**src/rtl/vga_timing_gen.sv**
```systemverilog
// Parametrised VGA timing generator: pixel-rate divider, h/v counters
// and fully registered sync, blanking, coordinate and strobe outputs.
module vga_timing_gen #(
    parameter int H_ACTIVE = 640,
    parameter int H_FRONT  = 16,
    parameter int H_SYNC   = 96,
    parameter int H_BACK   = 48,
    parameter int V_ACTIVE = 480,
    parameter int V_FRONT  = 10,
    parameter int V_SYNC   = 2,
    parameter int V_BACK   = 33,
    parameter bit H_POL    = 1'b0,
    parameter bit V_POL    = 1'b0,
    parameter int CLK_DIV  = 2,
    parameter int CW       = 10
) (
    input  logic          CLK,
    input  logic          RESET_N,
    input  logic          EN,
    output logic          p_tick,
    output logic          sincro_horiz,
    output logic          sincro_vert,
    output logic          video_on,
    output logic [CW-1:0] pixel_X,
    output logic [CW-1:0] pixel_Y,
    output logic          line_start,
    output logic          frame_start
);

    localparam int H_TOTAL  = H_ACTIVE + H_FRONT + H_SYNC + H_BACK;
    localparam int V_TOTAL  = V_ACTIVE + V_FRONT + V_SYNC + V_BACK;
    localparam int HS_FIRST = H_ACTIVE + H_FRONT;
    localparam int HS_LAST  = HS_FIRST + H_SYNC - 1;
    localparam int VS_FIRST = V_ACTIVE + V_FRONT;
    localparam int VS_LAST  = VS_FIRST + V_SYNC - 1;
    localparam int DW       = (CLK_DIV > 1) ? $clog2(CLK_DIV) : 1;

    localparam logic [DW-1:0] DIV_LAST = DW'(CLK_DIV - 1);
    localparam logic [CW-1:0] H_LAST   = CW'(H_TOTAL - 1);
    localparam logic [CW-1:0] V_LAST   = CW'(V_TOTAL - 1);

    logic [DW-1:0] div_q, div_d;
    logic [CW-1:0] h_q, h_d;
    logic [CW-1:0] v_q, v_d;
    logic          tick;
    logic          hs_act;
    logic          vs_act;
    logic          vis;

    always_comb begin
        tick  = EN && (div_q == DIV_LAST);
        div_d = div_q;
        h_d   = h_q;
        v_d   = v_q;
        if (EN) begin
            div_d = (div_q == DIV_LAST) ? '0 : div_q + DW'(1);
        end
        if (tick) begin
            h_d = (h_q == H_LAST) ? '0 : h_q + CW'(1);
            if (h_q == H_LAST) begin
                v_d = (v_q == V_LAST) ? '0 : v_q + CW'(1);
            end
        end
    end

    // Decodes use the current counter state; outputs lag it by one CLK.
    always_comb begin
        hs_act = (int'(h_q) >= HS_FIRST) && (int'(h_q) <= HS_LAST);
        vs_act = (int'(v_q) >= VS_FIRST) && (int'(v_q) <= VS_LAST);
        vis    = (int'(h_q) < H_ACTIVE) && (int'(v_q) < V_ACTIVE);
    end

    always_ff @(posedge CLK or negedge RESET_N) begin
        if (!RESET_N) begin
            div_q        <= '0;
            h_q          <= '0;
            v_q          <= '0;
            p_tick       <= 1'b0;
            sincro_horiz <= ~H_POL;
            sincro_vert  <= ~V_POL;
            video_on     <= 1'b0;
            pixel_X      <= '0;
            pixel_Y      <= '0;
            line_start   <= 1'b0;
            frame_start  <= 1'b0;
        end else begin
            div_q        <= div_d;
            h_q          <= h_d;
            v_q          <= v_d;
            p_tick       <= tick;
            sincro_horiz <= hs_act ? H_POL : ~H_POL;
            sincro_vert  <= vs_act ? V_POL : ~V_POL;
            video_on     <= vis;
            pixel_X      <= h_q;
            pixel_Y      <= v_q;
            line_start   <= tick && (h_q == '0);
            frame_start  <= tick && (h_q == '0) && (v_q == '0);
        end
    end

endmodule

```
**config.mk**
```make
export PLATFORM = sky130hd
export DESIGN_NAME = vga_timing_gen
export DESIGN_NICKNAME = d
export VERILOG_FILES = /design/src/rtl/vga_timing_gen.sv
export SDC_FILE = /design/constraint.sdc
export NUM_CORES = 1
export LEC_CHECK = 0
export BUFFER_PORTS_ARGS = -buffer_cell sky130_fd_sc_hd__buf_2
export CAP_MARGIN = 20
export CORE_UTILIZATION = 45
export DETAILED_ROUTE_END_ITERATION = 16
export GPL_TIMING_DRIVEN = 0
export PLACE_DENSITY_LB_ADDON = 0.1
export REMOVE_ABC_BUFFERS = 1
export SLEW_MARGIN = 30
export SYNTH_ARGS = -nofsm -noshare
export SYNTH_HDL_FRONTEND = slang
export SYNTH_SLANG_ARGS = --single-unit
```
**constraint.sdc**
```tcl
create_clock -name CLK -period 5 [get_ports CLK]
set_input_delay 0.25 -clock CLK [delete_from_list [all_inputs] [get_ports CLK]]
set_output_delay 0.25 -clock CLK [all_outputs]
set_load 0.02 [all_outputs]
```
==> results of run 1 <==
## layout make-up
cell class                 instances  area, um2  share of cell area, %
sequential                        47       1179                  54.36
multi-input combinational         96      666.9                  30.76
timing repair buffer              29      152.6                  7.040
clock buffer                       6      72.57                  3.347
tap                               50      62.56                  2.885
inverter                           6      22.52                  1.039
clock inverter                     2      12.51                 0.5770
## cell usage after synthesis, drive strengths merged
cell type	n	area [um2]
dfrtp	45	1126
nand3	13	65.06
nand2	10	37.54
o21ai	8	40.03
and3	7	45.05
nand4	7	50.05
inv	6	22.52
nor2	6	22.52
ha	5	62.56
xnor2	5	51.30
xor2	5	43.79
and2	3	20.02
clkbuf	3	11.26
nor4b	3	41.29
and4	2	18.77
dfstp	2	52.55
mux2i	2	20.02
nand2b	2	12.51
nand3b	2	15.01
nor3	2	10.01
o211ai	2	20.02
or4	2	18.77
a21oi	1	5.000
a22o	1	8.760
a31oi	1	6.260
and3b	1	8.760
buf	1	5.000
nor3b	1	7.510
nor4	1	6.260
nor4bb	1	10.01
o22ai	1	6.260
or2	1	6.260
or3	1	7.510
## flip-flops by register name, summed over array words and instances, names as in the netlist, 10 cells and up
name,flops
h_q,10
pixel_X,10
v_q,10
pixel_Y,10
## worst max-delay path, delay by kind of cell, from the launching register on
family / cells / cell delay [ns]
AND/OR/NAND/NOR: 3 / 1.07
flip-flops: 1 / 0.43
adder cells (fa/ha/maj): 1 / 0.18
XOR/XNOR: 1 / 0.15
## kinds of logic (layout without fill, tap and decap cells)
logic type | count (synthesis) | in the layout
compound gates | 14 | 14
flops | 47 | 47
xor+xnor | 10 | 10
fa+ha+maj | 5 | 5
buf+inv | 10 | 43
simple gates | 65 | 65
mux | 2 | 2
## metrics by stage
stage | std cells | utilization, % | power, mW
after CTS | 235 | 53.89 | 0.8022
final | 236 | 54.21 | 0.7883
after global placement | 227 | 51.77 | 0.5806
after floorplan | 149 | - | 0.5358
after global routing | 236 | 54.21 | 0.8407
after detailed placement | 227 | 51.77 | 0.5839
## cell usage in the layout (no fill, tap or decap), types with 2 or more instances in the layout
master    instances
buf_2            27
nand4_1           6
ha_1              5
nor3_1            2
nand3_1          13
and3_1            6
mux2i_1           2
xnor2_1           4
xor2_1            5
and2_1            2
o21ai_0           7
nand2b_1          2
nand2_1          10
dfstp_2           2
nand3b_1          2
dfrtp_1          45
clkbuf_8          5
nor4b_1           2
inv_1             6
nor2_1            6
## how the worst max path moves through the flow
stage / from / end / slack, ns / depth (start not counted)
finish: h_q[0] / v_q[5] / 3.05 / 5
global route: h_q[0] / v_q[5] / 2.94 / 5
detailed placement: h_q[0] / v_q[5] / 3.04 / 5
global placement: h_q[0] / v_q[5] / 3.07 / 5
floorplan: h_q[7] / v_q[5] / 3.26 / 4
CTS: h_q[0] / v_q[5] / 3.02 / 5
## power by group through the flow
stage | logic [mW] | clock network (mW) | registers [mW]
detailed placement | 0.115 | 0 | 0.469
floorplan | 0.0466 | 0 | 0.489
global route | 0.131 | 0.241 | 0.469
global placement | 0.113 | 0 | 0.468
CTS | 0.116 | 0.224 | 0.462
finish | 0.114 | 0.212 | 0.462
## what timing repair did
action	CTS	global route
endpoints found under the hold margin	0	26
setup endpoints to repair	0	0
hold buffers	0	1
## layer usage
| metal | vias up | wire length (um) | global-route usage, % |
|---|---|---|---|
| met5 | - | 0 | 0 |
| met4 | 0 | 57 | 8.777 |
| met3 | 6 | 152 | 3.767 |
| met2 | 36 | 1315 | 22.47 |
| met1 | 596 | 1552 | 23.41 |
| li1 | 601 | - | - |
==> impl_metrics.yaml, run 1 <==
worst_setup_path:
  critPathMaxStageDelay_ns: 0.58
  start_kind: "flip-flop"
  cp_max_fo: 6
  path_cells: "ha_1 -> and3_1 -> nand4_2 -> or4_4 -> xnor2_2"
  r2r-start: "h_q[0]"
  slowest_stage: "or4_4"
  worstSetupPathType: "reg -> reg"
  worstPathRequired_ns: 5.17
  r2r.worst_path.cells: 5
  cp.arrival_ns: 2.13
  r2r_setup_slack_ns: 3.05
  reg2reg_to: "v_q[5]"
  end_kind: "flip-flop"
sta:
  post-route-min-period_ns: 1.951
  post-route-period-util_pct: 39.02
  fin_setup_tns_ns: 0
  fmax_ghz: 0.5125
  worst_slack_ns: 3.049
  rsz0062_at_grt: "false"
  clock_skew_ns: 0.004414
  relSlewSlack_pct: 62.68
  hold_slack_ns: 0.1615
  setup_viol: 0
  report.final.slew_viol_count: 0
  tightest_slew_ns: 0.5598
  finalHoldViolCount: 0
finish:
  fillers: 377
  area_growth_pct: 15.07
  nets: 193
  diodes: 0
  drive_gt1_share_pct: 25.27
  final_cell_area_um2: 2168
route:
  drc: 0
  vias: 1239
  wirelength_um: 3077
  drtIter0Drc: 74
  drtAntennaViolNets: 0
  via_per_inst: 5.250
  drtPass1Iterations: 4
  routedWlPerCell_um: 13.04
hold_path:
  hold_class: "in -> reg"
  hp-start: "EN"
  hold_depth: 2
  whs_endpoint: "div_q"
placed_design:
  dp_slack_ns: 3.035
  postPlaceCellArea_um2: 2071
  dp_hpwl_um: 2179
  gp_congestion: 0.8230
  port_buffers: 28
run_status:
  status: "finished, final reports clean"
pwr:
  combPwrFrac_pct: 14.5
  p_switching_uw: 223.9
  power.internal_uw: 564.4
  peakVddDrop_uv: 217.6
  p_per_area_nw_per_um2: 363.5
  switching_share_pct: 28.40
  p_seq_share_pct: 58.6
  pwr-share-clk_pct: 26.9
  leakage_nw: 1.065
die:
  dieHeight_um: 66.71
  dieArea_um2: 4450
  die_x_um: 66.71
  std_cell_rows: 23
  boundaryPins: 29
  core_area_um2: 4000
  initial_core_util_pct: 47.11
grt:
  grt_use_total_pct: 16.28
  grt_pass1_wl_um: 5188
  overflow: 0
  grt_max_degree: 48
  antenna_found_initial: 0
  grt_pass1_vias: 1052
yosys:
  ys_seq_elements: 47
  synth_mux_area_share_pct: 1.062
  syn_area_um2: 1884
  synth_compound_area_share_pct: 4.582
  synth_top_family_by_area: "simple AND/OR/NAND/NOR gates"
  synthCells: 153
  synthAdderAreaFrac_pct: 3.320
  ys_warn_count: 0
  synth.distinct_cells: 42
  synth-simple-area-share_pct: 21.38
  ys_seq_area_share_pct: 62.55
  synth-xor-area-share_pct: 5.046
  synth_area_per_cell_um2: 12.32
cts:
  post_cts_buffers: 0
  clkLatencyLatePin_ns: 0.29
  cts_max_path_buffers: 2
  clkTransAtPathRegs_ns: 0.08
  clockRootBuffer: "clkbuf_8"
  numCtsBuffers: 5
  cts_tree: "yes"
  cts.sinks: 47
  htreeDepth: 2
  cts-resized-gates: 0
flow_run:
  drv_cap: 0
No activity file was read; power rests on OpenSTA's default activity.
==> inputs of run 2 (changes only) <==
==> constraint.sdc (replaced) <==
create_clock -name CLK -period 2 [get_ports CLK]
set_input_delay 0.1 -clock CLK [delete_from_list [all_inputs] [get_ports CLK]]
set_output_delay 0.1 -clock CLK [all_outputs]
set_load 0.02 [all_outputs]
==> run 2 against run 1 <==
  * Via count fell by 0.56%
  * Maximum frequency rose by 2.3%
  * Setup slack got worse by 3.0 ns
  * Core utilization rose by 0.25 points
  * Critical endpoint unchanged
  * Die area did not move
  * Wire length rose by 0.36%
  * Largest cell class unchanged
  * Critical path depth fell by 1
  * Clock-buffer cell count did not move
  * First-iteration DRC count rose by 4.1%
  * Clock power rose to 2.5 times the previous value
==> impl_metrics.yaml, run 2 (synthesis results as in run 1) <==
route:
  wl_met1_um: 1506
  drtAntennaViolNets: 0
  wirelength_um: 3088
  via_per_inst: 5.220
  drtPass1Iterations: 4
  vias: 1232
  drc: 0
  dr_wl_met2_um: 1340
  routedWlPerCell_um: 13.08
  drtIter0Drc: 77
  top_layer: "met4"
  met3_length_um: 184
worst_setup_path:
  start_kind: "flip-flop"
  worstSetupPathType: "reg -> reg"
  crit_family: "simple AND/OR/NAND/NOR gates"
  worstPathRequired_ns: 2.17
  slowest_stage: "or4_4"
  crit_buf_inv: 0
  r2r_setup_slack_ns: 0.09
  cp.arrival_ns: 2.08
  cp_max_fo: 8
  end_kind: "flip-flop"
  path_cells: "nor4b_4 -> nand4_4 -> or4_4 -> xnor2_2"
  critPathMaxStageDelay_ns: 0.57
  r2r.worst_path.cells: 4
  reg2reg_to: "v_q[5]"
  r2r-start: "h_q[7]"
hold_path:
  whs_endpoint: "div_q"
  hp-start: "EN"
  hold_depth: 2
  hold_class: "in -> reg"
sta:
  rsz0062_at_grt: "false"
  fin_setup_tns_ns: 0
  tightest_slew_ns: 0.5601
  clock_skew_ns: 0.003997
  setup_viol: 0
  relSlewSlack_pct: 62.66
  report.final.slew_viol_count: 0
  finalHoldViolCount: 0
  post-route-period-util_pct: 95.39
  fmax_ghz: 0.5241
  hold_slack_ns: 0.01162
  post-route-min-period_ns: 1.908
finish:
  area_growth_pct: 15.60
  nets: 193
  drive_gt1_share_pct: 25.81
  fillers: 374
  diodes: 0
  mostFrequentLayoutCell: "dfrtp_1"
  final_util_pct: 54.46
  final_cell_mix: "dfrtp_1, buf_2, nand3_1, nand2_1, o21ai_0"
  final_cell_area_um2: 2178
  stdcell_count: 236
cts:
  cts.sinks: 47
  post_cts_buffers: 0
  clkLatencyLatePin_ns: 0.29
  htreeDepth: 2
  numCtsBuffers: 5
  clockRootBuffer: "clkbuf_8"
  clkTransAtPathRegs_ns: 0.08
  cts_tree: "yes"
  cts_max_path_buffers: 2
placed_design:
  dp_hpwl_um: 2179
  port_buffers: 28
  postPlaceCellArea_um2: 2071
  gp_congestion: 0.8230
  dp_cells: 227
die:
  core_area_um2: 4000
  dieHeight_um: 66.71
  dieArea_um2: 4450
  initial_core_util_pct: 47.11
  std_cell_rows: 23
  die_x_um: 66.71
  boundaryPins: 29
grt:
  overflow: 0
  grt_pass1_vias: 1052
  grt_pass1_wl_um: 5188
  antenna_found_initial: 0
  grt_max_degree: 48
  grt_use_total_pct: 16.28
pwr:
  leakage_nw: 1.070
  peakVddDrop_uv: 546.9
  p_per_area_nw_per_um2: 905.9
flow_run:
  drv_cap: 0
run_status:
  status: "finished, final reports clean"
[run 2: worst max-delay path by stage]
stage	slack, ns	endpoint	depth (start not counted)	start
6_report	0.09	v_q[5]	4	h_q[7]
5_1_grt	0.01	v_q[5]	4	h_q[7]
4_1_cts	0.02	v_q[5]	5	h_q[0]
3_5_place_dp	0.04	v_q[5]	5	h_q[0]
3_3_place_gp	0.07	v_q[5]	5	h_q[0]
2_1_floorplan	0.26	v_q[5]	4	h_q[7]
[run 2: cell type report]
type,instances,area (um2),share of cell area [%]
Clock buffer,6,72.57,3.331
Clock inverter,2,12.51,0.5744
Timing Repair Buffer,29,152.6,7.007
Sequential cell,47,1179,54.11
Inverter,6,22.52,1.034
Multi-Input combinational cell,96,676.9,31.07
Tap cell,50,62.56,2.872
[run 2: layer usage]
layer / GRT usage [%] / up-vias
li1: - / 599
met1: 23.41 / 585
met2: 22.47 / 42
met3: 3.767 / 6
met4: 8.777 / 0
met5: 0 / -
[run 2: stage by stage]
step	power (mW)	setup WS, ns
6_report	1.973	0.09214
2_1_floorplan	1.340	0.2582
4_1_cts	2.005	0.02235
3_3_place_gp	1.451	0.07154
5_1_grt	2.104	0.01043
3_5_place_dp	1.460	0.03544
[run 2: power by group]
| part | total, mW | switching, mW | internal (mW) |
|---|---|---|---|
| logic | 0.288 | 0.180 | 0.109 |
| registers | 1.15 | 0.0951 | 1.06 |
| clock network | 0.531 | 0.287 | 0.244 |
[run 2: timing repair]
item / in CTS / in global routing
resized for setup: 0 / 2
hold buffers: 0 / 1
endpoints found under the setup margin: 0 / 2
hold endpoints to repair: 0 / 45
==> inputs of run 3 (changes only) <==
--- a/config.mk
+++ b/config.mk
@@ -9,7 +9,6 @@
 export CAP_MARGIN = 20
 export CORE_UTILIZATION = 45
 export DETAILED_ROUTE_END_ITERATION = 16
-export GPL_TIMING_DRIVEN = 0
 export PLACE_DENSITY_LB_ADDON = 0.1
 export REMOVE_ABC_BUFFERS = 1
 export SLEW_MARGIN = 30
==> constraint.sdc (replaced) <==
create_clock -name CLK -period 2.2 [get_ports CLK]
set_input_delay 0.11 -clock CLK [delete_from_list [all_inputs] [get_ports CLK]]
set_output_delay 0.11 -clock CLK [all_outputs]
set_load 0.02 [all_outputs]
==> run 3 against run 2 <==
  * Core utilization rose by 0.69 points
  * Wire length rose by 7.6%
  * Critical path depth is 2 higher
  * Combinational power down 6%
==> impl_metrics.yaml, run 3 (synthesis results as in run 1) <==
run_status:
  status: "finished, final reports clean"
grt:
  grt_pass1_wl_um: 5796
  grt_max_degree: 26
  grt_use_total_pct: 17.85
  overflow: 0
  antenna_found_initial: 0
  grt_pass1_vias: 1239
worst_setup_path:
  worstPathRequired_ns: 2.36
  path_cells: "inv_1 -> ha_1 -> nor4b_1 -> nand3_1 -> nand2b_1 -> a31oi_1"
  r2r.worst_path.cells: 6
  startpoint: "v_q[0]"
  end_kind: "flip-flop"
  r2r_setup_slack_ns: 0.33
  r2r-start: "v_q[0]"
  critPathMaxStageDelay_ns: 0.45
  slowest_stage: "dfrtp_1"
  worstSetupPathType: "reg -> reg"
  cp_max_fo: 6
  reg2reg_to: "v_q[2]"
  crit_buf_inv: 1
  cp.arrival_ns: 2.03
  crit_family: "simple AND/OR/NAND/NOR gates"
  start_kind: "flip-flop"
route:
  routedWlPerCell_um: 14.02
  drtIter0Drc: 89
  vias: 1227
  drtAntennaViolNets: 0
  drtPass1Iterations: 4
  drc: 0
  via_per_inst: 5.177
  wirelength_um: 3323
cts:
  hold_buffers: 1
  clkTransAtPathRegs_ns: 0.08
  post_cts_buffers: 0
  clockRootBuffer: "clkbuf_8"
  cts_tree: "yes"
  cts-resized-gates: 0
  htreeDepth: 2
  clkLatencyLatePin_ns: 0.29
  numCtsBuffers: 5
  cts.sinks: 47
  cts_max_path_buffers: 2
hold_path:
  hold_depth: 2
  whs_endpoint: "div_q"
  hp-start: "EN"
  hold_class: "in -> reg"
die:
  std_cell_rows: 23
  core_area_um2: 4000
  initial_core_util_pct: 47.11
  dieHeight_um: 66.71
  die_x_um: 66.71
  dieArea_um2: 4450
  boundaryPins: 29
sta:
  setup_viol: 0
  report.final.slew_viol_count: 0
  tightest_slew_ns: 0.4858
  worst_slack_ns: 0.3289
  rsz0062_at_grt: "false"
  hold_slack_ns: 0.02554
  fin_setup_tns_ns: 0
  post-route-period-util_pct: 85.05
  relSlewSlack_pct: 67.16
  fmax_ghz: 0.5345
  finalHoldViolCount: 0
  post-route-min-period_ns: 1.871
  clock_skew_ns: 0.003242
finish:
  mostFrequentLayoutCell: "dfrtp_1"
  regArea_um2: 1179
  multiInputGateArea_um2: 666.9
  nets: 194
  area_growth_pct: 17.07
  final_cell_area_um2: 2206
  final_cell_mix: "dfrtp_1, buf_2, nand3_1, nand2_1, o21ai_0"
  fillers: 379
  drive_gt1_share_pct: 26.20
  diodes: 0
flow_run:
  drv_cap: 0
placed_design:
  gp_congestion: 0.8725
  dp_hpwl_um: 2445
  dp_slack_ns: 0.3271
  postPlaceCellArea_um2: 2078
  port_buffers: 28
pwr:
  peakVddDrop_uv: 533.9
  finalPower_mw: 1.950
  leakage_nw: 1.088
  p_per_area_nw_per_um2: 884.0
-- run 3: stage by stage --
stage	utilization [%]	cells
after global placement	51.96	228
final	55.15	237
after detailed placement	51.96	228
after CTS	55.15	237
after global routing	55.15	237
after floorplan	-	149
-- run 3: where the power goes --
group | leakage, nW | total [mW] | internal, mW | switching [mW]
combinational | 0.448 | 0.270 | 0.100 | 0.170
sequential | 0.579 | 1.05 | 0.963 | 0.0857
clock | 0.0612 | 0.631 | 0.367 | 0.264
total | 1.09 | 1.95 | 1.43 | 0.520
-- run 3: how the worst max path moves through the flow --
| stage | end | cells past startpoint | slack, ns |
|---|---|---|---|
| detailed placement | v_q[5] | 4 | 0.33 |
| global placement | v_q[5] | 4 | 0.37 |
| CTS | v_q[5] | 4 | 0.32 |
| global route | v_q[5] | 5 | 0.19 |
| floorplan | v_q[5] | 4 | 0.46 |
| finish | v_q[2] | 6 | 0.33 |
-- run 3: area by class of cell --
type | instances | share of cell area, %
multi-input cells | 96 | 30.23
repair buffers | 30 | 7.147
inverters | 6 | 1.021
well taps | 50 | 2.836
clock inverters | 2 | 1.588
flip-flops and latches | 47 | 53.43
clock buffers | 6 | 3.744
-- run 3: metal layers --
layer | track usage [%] | vias to the layer above | wire length (um)
met4 | 7.713 | 0 | 45
li1 | - | 604 | -
met5 | 0 | - | 0
met1 | 24.32 | 594 | 1585
met2 | 26.77 | 24 | 1564
met3 | 4.623 | 5 | 127
-- run 3: worst register-to-register path, stage by stage (launching register included) --
cell and delay [ns]:
dfrtp_1 0.45, inv_1 0.18, ha_1 0.19, nor4b_1 0.40, nand3_1 0.29, nand2b_1 0.15, a31oi_1 0.09
